[config.mk]
export PLATFORM = sky130hd
export DESIGN_NAME = alu_share_arbiter_flat
export DESIGN_NICKNAME = d
export VERILOG_FILES = /design/src/rtl/alu_share_arbiter_if.sv /design/src/rtl/alu_share_arbiter.sv /design/src/flat_wrapper.sv
export SDC_FILE = /design/constraint.sdc
export NUM_CORES = 1
export LEC_CHECK = 0
export ABC_AREA = 1
export CAP_MARGIN = 20
export CORE_UTILIZATION = 35
export DETAILED_ROUTE_END_ITERATION = 12
export GPL_TIMING_DRIVEN = 1
export PLACE_DENSITY = 0.79
export SETUP_SLACK_MARGIN = 0.02
export SYNTH_ARGS = -nofsm -noshare
export SYNTH_HDL_FRONTEND = slang
export SYNTH_SLANG_ARGS = --single-unit
[constraint.sdc]
create_clock -name clk -period 1.8 [get_ports clk]
set_clock_uncertainty 0.1 [all_clocks]
set_input_delay 0.18 -clock clk [delete_from_list [all_inputs] [get_ports clk]]
set_output_delay 0.18 -clock clk [all_outputs]
set_load 0.1 [all_outputs]
[src/rtl/alu_share_arbiter_if.sv]
`default_nettype none
// ---------------------------------------------------------------------------
// alu_share_arbiter_if : request/response channel of one ALU requester
// Rev 1.0
// ---------------------------------------------------------------------------
interface alu_share_arbiter_if #(
  parameter int XLEN = 32
);
  logic            req_valid;
  logic            req_ready;
  logic [XLEN-1:0] a;
  logic [XLEN-1:0] b;
  logic [3:0]      ctrl;
  logic            rsp_valid;
  logic            rsp_ready;
  logic [XLEN-1:0] rsp_data;
  logic            rsp_zero;

  modport master (
    output req_valid, a, b, ctrl, rsp_ready,
    input  req_ready, rsp_valid, rsp_data, rsp_zero
  );

  modport slave (
    input  req_valid, a, b, ctrl, rsp_ready,
    output req_ready, rsp_valid, rsp_data, rsp_zero
  );
endinterface
`default_nettype wire

[src/rtl/alu_share_arbiter.sv]
`default_nettype none
// ---------------------------------------------------------------------------
// alu_share_arbiter : round-robin sharing of one execute ALU between two ports
// Rev 1.0
// ---------------------------------------------------------------------------
module alu_share_arbiter #(
  parameter int XLEN    = 32,
  parameter int ALU_LAT = 1
) (
  input  logic                clk,
  input  logic                rst_n,
  input  logic                flush,
  alu_share_arbiter_if.slave  r0,
  alu_share_arbiter_if.slave  r1,
  output logic [XLEN-1:0]     alu_a,
  output logic [XLEN-1:0]     alu_b,
  output logic [3:0]          alu_ctrl,
  input  logic [XLEN-1:0]     alu_result,
  input  logic                alu_zero,
  output logic                busy
);

  localparam int                CNT_W    = (ALU_LAT > 1) ? $clog2(ALU_LAT) : 1;
  localparam logic [CNT_W-1:0] CNT_INIT = CNT_W'(ALU_LAT - 1);

  typedef enum logic [1:0] {
    S_IDLE = 2'd0,
    S_EXEC = 2'd1,
    S_RESP = 2'd2
  } state_t;

  state_t           state;
  logic             owner;
  logic             last_grant;
  logic [CNT_W-1:0] cnt;
  logic [XLEN-1:0]  rsp_data_q;
  logic             rsp_zero_q;
  logic [1:0]       rsp_valid_q;

  logic             both_valid;
  logic             any_valid;
  logic             grant;
  logic             accept;
  logic             rsp_fire;
  logic [XLEN-1:0]  req_a;
  logic [XLEN-1:0]  req_b;
  logic [3:0]       req_ctrl;

  // On a tie the port that did not win last time gets the ALU.
  assign both_valid = r0.req_valid & r1.req_valid;
  assign any_valid  = r0.req_valid | r1.req_valid;
  assign grant      = both_valid ? ~last_grant : r1.req_valid;
  assign accept     = (state == S_IDLE) & any_valid & ~flush;

  assign r0.req_ready = accept & ~grant;
  assign r1.req_ready = accept &  grant;

  assign req_a    = grant ? r1.a    : r0.a;
  assign req_b    = grant ? r1.b    : r0.b;
  assign req_ctrl = grant ? r1.ctrl : r0.ctrl;

  assign r0.rsp_valid = rsp_valid_q[0];
  assign r1.rsp_valid = rsp_valid_q[1];
  assign r0.rsp_data  = rsp_data_q;
  assign r1.rsp_data  = rsp_data_q;
  assign r0.rsp_zero  = rsp_zero_q;
  assign r1.rsp_zero  = rsp_zero_q;

  assign rsp_fire = (rsp_valid_q[0] & r0.rsp_ready) | (rsp_valid_q[1] & r1.rsp_ready);
  assign busy     = (state != S_IDLE);

  always_ff @(posedge clk or negedge rst_n) begin
    if (!rst_n) begin
      state       <= S_IDLE;
      owner       <= 1'b0;
      last_grant  <= 1'b1;
      cnt         <= '0;
      alu_a       <= '0;
      alu_b       <= '0;
      alu_ctrl    <= 4'b0000;
      rsp_data_q  <= '0;
      rsp_zero_q  <= 1'b0;
      rsp_valid_q <= 2'b00;
    end else begin
      case (state)
        S_IDLE: begin
          if (accept) begin
            alu_a      <= req_a;
            alu_b      <= req_b;
            alu_ctrl   <= req_ctrl;
            owner      <= grant;
            last_grant <= grant;
            cnt        <= CNT_INIT;
            state      <= S_EXEC;
          end
        end
        S_EXEC: begin
          if (flush) begin
            state <= S_IDLE;
          end else if (cnt == '0) begin
            rsp_data_q  <= alu_result;
            rsp_zero_q  <= alu_zero;
            rsp_valid_q <= owner ? 2'b10 : 2'b01;
            state       <= S_RESP;
          end else begin
            cnt <= cnt - 1'b1;
          end
        end
        S_RESP: begin
          // A flushed response is simply withdrawn; arbitration history is kept.
          if (flush || rsp_fire) begin
            rsp_valid_q <= 2'b00;
            state       <= S_IDLE;
          end
        end
        default: begin
          rsp_valid_q <= 2'b00;
          state       <= S_IDLE;
        end
      endcase
    end
  end

endmodule
`default_nettype wire
[src/flat_wrapper.sv]
// flat-port wrapper written by rule: the top's interface ports become plain ports
module alu_share_arbiter_flat 
#(
  parameter int XLEN    = 32,
  parameter int ALU_LAT = 1
)
  (clk, rst_n, flush, alu_a, alu_b, alu_ctrl, alu_result, alu_zero, busy, r0_req_valid, r0_a, r0_b, r0_ctrl, r0_rsp_ready, r0_req_ready, r0_rsp_valid, r0_rsp_data, r0_rsp_zero, r1_req_valid, r1_a, r1_b, r1_ctrl, r1_rsp_ready, r1_req_ready, r1_rsp_valid, r1_rsp_data, r1_rsp_zero);
  alu_share_arbiter_if #(.XLEN(XLEN)) r0_i ();
  alu_share_arbiter_if #(.XLEN(XLEN)) r1_i ();
  input  logic clk;
  input  logic rst_n;
  input  logic flush;
  output logic [XLEN-1:0] alu_a;
  output logic [XLEN-1:0] alu_b;
  output logic [3:0] alu_ctrl;
  input  logic [XLEN-1:0] alu_result;
  input  logic alu_zero;
  output logic busy;
  input wire logic [$bits(r0_i.req_valid)-1:0] r0_req_valid;
  input wire logic [$bits(r0_i.a)-1:0] r0_a;
  input wire logic [$bits(r0_i.b)-1:0] r0_b;
  input wire logic [$bits(r0_i.ctrl)-1:0] r0_ctrl;
  input wire logic [$bits(r0_i.rsp_ready)-1:0] r0_rsp_ready;
  output wire logic [$bits(r0_i.req_ready)-1:0] r0_req_ready;
  output wire logic [$bits(r0_i.rsp_valid)-1:0] r0_rsp_valid;
  output wire logic [$bits(r0_i.rsp_data)-1:0] r0_rsp_data;
  output wire logic [$bits(r0_i.rsp_zero)-1:0] r0_rsp_zero;
  input wire logic [$bits(r1_i.req_valid)-1:0] r1_req_valid;
  input wire logic [$bits(r1_i.a)-1:0] r1_a;
  input wire logic [$bits(r1_i.b)-1:0] r1_b;
  input wire logic [$bits(r1_i.ctrl)-1:0] r1_ctrl;
  input wire logic [$bits(r1_i.rsp_ready)-1:0] r1_rsp_ready;
  output wire logic [$bits(r1_i.req_ready)-1:0] r1_req_ready;
  output wire logic [$bits(r1_i.rsp_valid)-1:0] r1_rsp_valid;
  output wire logic [$bits(r1_i.rsp_data)-1:0] r1_rsp_data;
  output wire logic [$bits(r1_i.rsp_zero)-1:0] r1_rsp_zero;
  assign r0_i.req_valid = r0_req_valid;
  assign r0_i.a = r0_a;
  assign r0_i.b = r0_b;
  assign r0_i.ctrl = r0_ctrl;
  assign r0_i.rsp_ready = r0_rsp_ready;
  assign r0_req_ready = r0_i.req_ready;
  assign r0_rsp_valid = r0_i.rsp_valid;
  assign r0_rsp_data = r0_i.rsp_data;
  assign r0_rsp_zero = r0_i.rsp_zero;
  assign r1_i.req_valid = r1_req_valid;
  assign r1_i.a = r1_a;
  assign r1_i.b = r1_b;
  assign r1_i.ctrl = r1_ctrl;
  assign r1_i.rsp_ready = r1_rsp_ready;
  assign r1_req_ready = r1_i.req_ready;
  assign r1_rsp_valid = r1_i.rsp_valid;
  assign r1_rsp_data = r1_i.rsp_data;
  assign r1_rsp_zero = r1_i.rsp_zero;
  alu_share_arbiter #(.XLEN(XLEN), .ALU_LAT(ALU_LAT)) u_core (.clk(clk), .rst_n(rst_n), .flush(flush), .r0(r0_i), .r1(r1_i), .alu_a(alu_a), .alu_b(alu_b), .alu_ctrl(alu_ctrl), .alu_result(alu_result), .alu_zero(alu_zero), .busy(busy));
endmodule
### Word level (Yosys, flattened, before mapping)

Cells that the tools add are included.

* bits in registers: 108
* bits of input ports: 176
* output and inout bits: 139
* logic and storage cells: 58

* muxes and demuxes: 17
* bitwise logic cells: 14
* reductions and logical operators: 9
* eq/ne operators: 7
* add/subtract/negate cells: 1

Operator list (number)
* two-way mux 32 bit: 2
* two-way mux 2 bit: 7
* case mux 2 bit (3 select lines): 2
* AND reduction 3 bit: 3
* bitwise AND 1 bit: 7
* inverter 1 bit: 5
* two-way mux 1 bit: 4
* two-way mux 4 bit: 1
* inequality test 2 x 1 -> 1 bit (second input constant): 2
* inequality test 2 bit (second input constant): 2
* AND reduction 4 bit: 1
* nonzero test 2 bit: 2
* inequality test 3 bit (second input constant): 1
* equality test 2 x 1 -> 1 bit (second input constant): 1
* equality test 2 bit (second input constant): 1
* logical NOT 2 bit: 1
* bitwise OR 1 bit: 2
* case mux 1 bit (2 select lines): 1
* AND reduction 2 bit: 1
* logical OR 1 bit: 1
* subtractor 1 bit (second input constant): 1

### Depth between registers and ports, before layout

* depth after elaboration: 5
* depth in mapped cells: 9
* gate-level depth less buffers: 7

### Worst setup path before layout

OpenSTA, ideal clock, no wires.

* path kind: reg2reg
* from: register u_core.state[0]
* to: register u_core.last_grant
* setup slack: -1.055 ns
* cell stages (with the launch flop): 8
* required time: 1.633 ns
* library setup time: 0.067 ns
* data arrival time: 2.688 ns
* path buffers: 0
* period minus slack after synthesis: 2.855 ns
* cells stage by stage: dfrtp_1 -> inv_2 -> nand2_2 -> nor2_2 -> nand2_4 -> nor2_1 -> inv_1 -> nand2_1

* cells in the longest elaborated chain, start to end: 4

Ends and longest elaborated chain
* start: declaration: RTL line alu_share_arbiter.sv:32 `state_t state;`
* start signal: assignment: RTL line alu_share_arbiter.sv:74 `state <= S_IDLE;`
* start signal: assignment: RTL line alu_share_arbiter.sv:94 `state <= S_EXEC;`
* start signal: assignment: RTL line alu_share_arbiter.sv:99 `state <= S_IDLE;`
* logical NOT 2 bit (*): RTL line alu_share_arbiter.sv:53, alu_share_arbiter.sv:85
* bitwise AND 1 bit (2 in a row): RTL line alu_share_arbiter.sv:53 `assign accept = (state == S_IDLE) & any_valid & ~flush;`
* AND reduction 2 bit (no source line) (*)
* end signal: assignment: RTL line alu_share_arbiter.sv:92 `last_grant <= grant;`
* end: declaration: RTL line alu_share_arbiter.sv:34 `logic last_grant;`

Every way passes the cells marked *; elsewhere a longest branch is shown, timed or not.
A chain may end at the register's enable or synchronous reset.

### Worst setup path in the final report

* from: register u_core.state[1]
* to: output port r0_req_ready

* cells in the longest elaborated chain, start to end: 4

Ends and longest elaborated chain
* logical NOT 2 bit: RTL line alu_share_arbiter.sv:53
* bitwise AND 1 bit (2 in a row): RTL line alu_share_arbiter.sv:53
* bitwise AND 1 bit: RTL line alu_share_arbiter.sv:55 `assign r0.req_ready = accept & ~grant;`
* end: declaration: RTL line flat_wrapper.sv:24 `output wire logic [$bits(r0_i.req_ready)-1:0] r0_req_ready;`

No other way between the ends.

==> results.sh <==
export IMPL_fin_crit_ns=1.76
export IMPL_start_kind="flip-flop"
export IMPL_use_met3_pct=6.73
export IMPL_crit_path_start="u_core.state[1]$_DFFE_PN0P_"
export IMPL_grt_pass1_wl_um=25300
export IMPL_grt_start_max_net_pins=108
export IMPL_peakVddDrop_mv=0.914
export IMPL_syn_nets=892
export IMPL_dpl_cell_area_sq_um=8980
export IMPL_clkTransAtPathRegs_ns=0.07
export IMPL_clockBufferDepth=2
export IMPL_slew_viol_final=0
export IMPL_grt_pass1_vias=4989
export IMPL_core_area_sq_um=14500
export IMPL_cts_max_level=3
export IMPL_start_util_pct=35.8
export IMPL_wire_per_inst_um=14.7
export IMPL_synthXorXnorAreaFrac_pct=0
export IMPL_synth_area_mux_share_pct=0
export IMPL_layout_commonest_cell="nand2_1"
export IMPL_hpwlAfterDp_um=12600
export IMPL_die_h_um=124
export IMPL_critPathKind="flip-flop to output port"
export IMPL_rsz0062_at_grt="yes"
export IMPL_yosys_area_share_simple_pct=34.0
export IMPL_synth_seq_cells=107
export IMPL_setup_viol=0
export IMPL_diodes=0
export IMPL_rows=44
export IMPL_groute_usage_overall_pct=22.0
export IMPL_drt_iter0_markers=212
export IMPL_end_kind="output port"
export IMPL_vias=5407
export IMPL_crit_arrival_ns=1.48
export IMPL_die_area_sq_um=15400
export IMPL_cts_root_buf="clkbuf_16"
export IMPL_hold_path_class="input pin to flip-flop"
export IMPL_grt_use_met1_pct=24.6
export IMPL_min_period_over_period_pct=97.6
export IMPL_die_w_um=124
export IMPL_synth_cell_type_count=17
export IMPL_p_per_area_nw_per_um2=1880
export IMPL_gr_total_overflow=0
export IMPL_status="complete, no violations"
export IMPL_nFillCells=1187
export IMPL_cp_required_ns=1.52
export IMPL_cts_tree="built"
export IMPL_synth_fa_ha_area_share_pct=0
export IMPL_seq_area_frac_synth_pct=51.5
export IMPL_fin_util_pct=65.0
export IMPL_syn_avg_cell_area_sq_um=7.26
export IMPL_final_hold_viol_count=0
export IMPL_busiest_layer="met2"
export IMPL_avgViaCountPerCell=4.54
export IMPL_syn_area_sq_um=5200
export IMPL_port_buffers=314
export IMPL_place_inst=1159
export IMPL_synth_compound_area_share_pct=3.46
export IMPL_grt_met2_usage_pct=38.2
export IMPL_layout_nets=1179
export IMPL_maxSlewHeadroom_pct=61.6
export IMPL_routed_wl_um=17500
export IMPL_yosysWarnings=0
export IMPL_cellLeakagePower_nw=4.94
export IMPL_timing_rr_start="u_core.last_grant$_DFFE_PN1P_"
export IMPL_clk_latency_ns=0.34
export IMPL_stdcell_count=1192
export IMPL_gp_congestion=0.748
export IMPL_maxCapViolCount=0
export IMPL_drc=0
export IMPL_ant_nets=0
export IMPL_fmax_mhz=569
export IMPL_crit_fanout=5
export IMPL_synth_top_family_by_area="simple AND/OR/NAND/NOR gates"
export IMPL_cts_buffers=9
export IMPL_layout_cells_most_common_list="453 x nand2_1, 174 x clkdlybuf4s50_1, 106 x dfrtp_1, 83 x buf_4, 82 x buf_12"
export IMPL_syn_to_final_growth_pct=81.8
export IMPL_layout_drive_gt1_share_pct=19.2
export IMPL_grt_antenna_before_repair=0
export IMPL_cts_sinks=107
export IMPL_firstDrtPassIters=4
export IMPL_whs_ns=0.292
export IMPL_stdcell_area_sq_um=9450
export IMPL_tightest_slew_ns=0.576
export IMPL_min_from="alu_result[27]"
export IMPL_boundaryPins=315
export IMPL_netlist_instances=716
## Yosys cell counts (all sizes together)
| library cell | n | share of area (%) |
|---|---|---|
| nand4 | 2 | 0.24 |
| dfstp | 1 | 0.51 |
| dfrtp | 106 | 51 |
| nand2 | 457 | 33 |
| clkbuf | 14 | 1.0 |
| nand3 | 1 | 0.096 |
| nor2 | 5 | 0.41 |
| buf | 54 | 7.1 |
| o21ai | 36 | 3.5 |
| inv | 40 | 2.9 |
## layer usage
| metal | wire length (um) | share of wire, % |
|---|---|---|
| met5 | 0 | 0 |
| met3 | 1580 | 9.0 |
| met4 | 552 | 3.2 |
| met2 | 8710 | 50 |
| met1 | 6670 | 38 |
## where the power goes
group | leakage, nW | switching (W) | internal, W | total (W)
clock network | 0.121 | 0.000846 | 0.000941 | 0.00179
logic | 3.48 | 0.00858 | 0.00348 | 0.0121
registers | 1.34 | 0.000797 | 0.00312 | 0.00391
total | 4.94 | 0.0102 | 0.00754 | 0.0178
## worst max-delay path: stages (launching register included)
cell and delay (ns):
dfrtp_1 0.40, inv_2 0.11, nand2_8 0.06, nor2_4 0.15
nand2_8 0.09, nor2_4 0.13, buf_12 0.18
## cell families (layout without fill, tap and decap cells)
| logic type | after synthesis | count (layout) |
|---|---|---|
| AO/OA/AOI/OAI | 36 | 36 |
| AND/OR/NAND/NOR | 465 | 465 |
| flip-flops | 107 | 107 |
| buffers and inverters | 108 | 400 |
## registers in the layout, summed over array words and instances (netlist names)
register            flops
u_core.owner            1
u_core.rsp_valid_q      2
u_core.r0.rsp_zero      1
u_core.alu_b           32
u_core.alu_a           32
u_core.last_grant       1
u_core.r0.rsp_data     32
u_core.alu_ctrl         4
u_core.state            2
## what timing repair did
| item | CTS | global route |
|---|---|---|
| endpoints found under the setup margin | 2 | 2 |
| pin swaps | 6 | 6 |
| cloned | 2 | 2 |
| setup buffers | 9 | 5 |
| hold buffers | 1 | 0 |
| resized for setup | 4 | 0 |
| endpoints found under the hold margin | 106 | 0 |
## layout make-up
| class | instances | area (sq um) | share of cell area [%] |
|---|---|---|---|
| clock buffer | 14 | 244 | 2.58 |
| clock inverter | 2 | 12.5 | 0.132 |
| inverter | 40 | 155 | 1.64 |
| multi-input combinational | 501 | 2000 | 21.2 |
| sequential | 107 | 2680 | 28.3 |
| tap | 184 | 230 | 2.44 |
| timing repair buffer | 344 | 4130 | 43.7 |
## stage by stage
step                TNS, ns  total power (W)  setup WS (ns)
detailed placement        0           0.0159          0.112
global placement          0           0.0158          0.119
global route        -0.0347           0.0184        -0.0263
CTS                 -0.0568           0.0178        -0.0441
finish                    0           0.0178         0.0437
floorplan           -0.0187           0.0120        -0.0187
## path summary, 6_finish.rpt
check | depth (start not counted) | slack [ns] | to
hold reg to reg | 2 | 0.38 | u_core.alu_a[9]$_DFFE_PN0P_
max in group asynchronous | 3 | 0.79 | u_core.alu_b[21]$_DFFE_PN0P_
hold / removal | 3 | 0.29 | u_core.r0.rsp_data[27]$_DFFE_PN0P_
min in group asynchronous | 3 | 0.36 | u_core.r0.rsp_data[29]$_DFFE_PN0P_
setup reg to reg | 9 | 0.14 | u_core.alu_b[0]$_DFFE_PN0P_
setup / recovery | 6 | 0.04 | r0_req_ready
No activity file was read; power rests on OpenSTA's default activity.
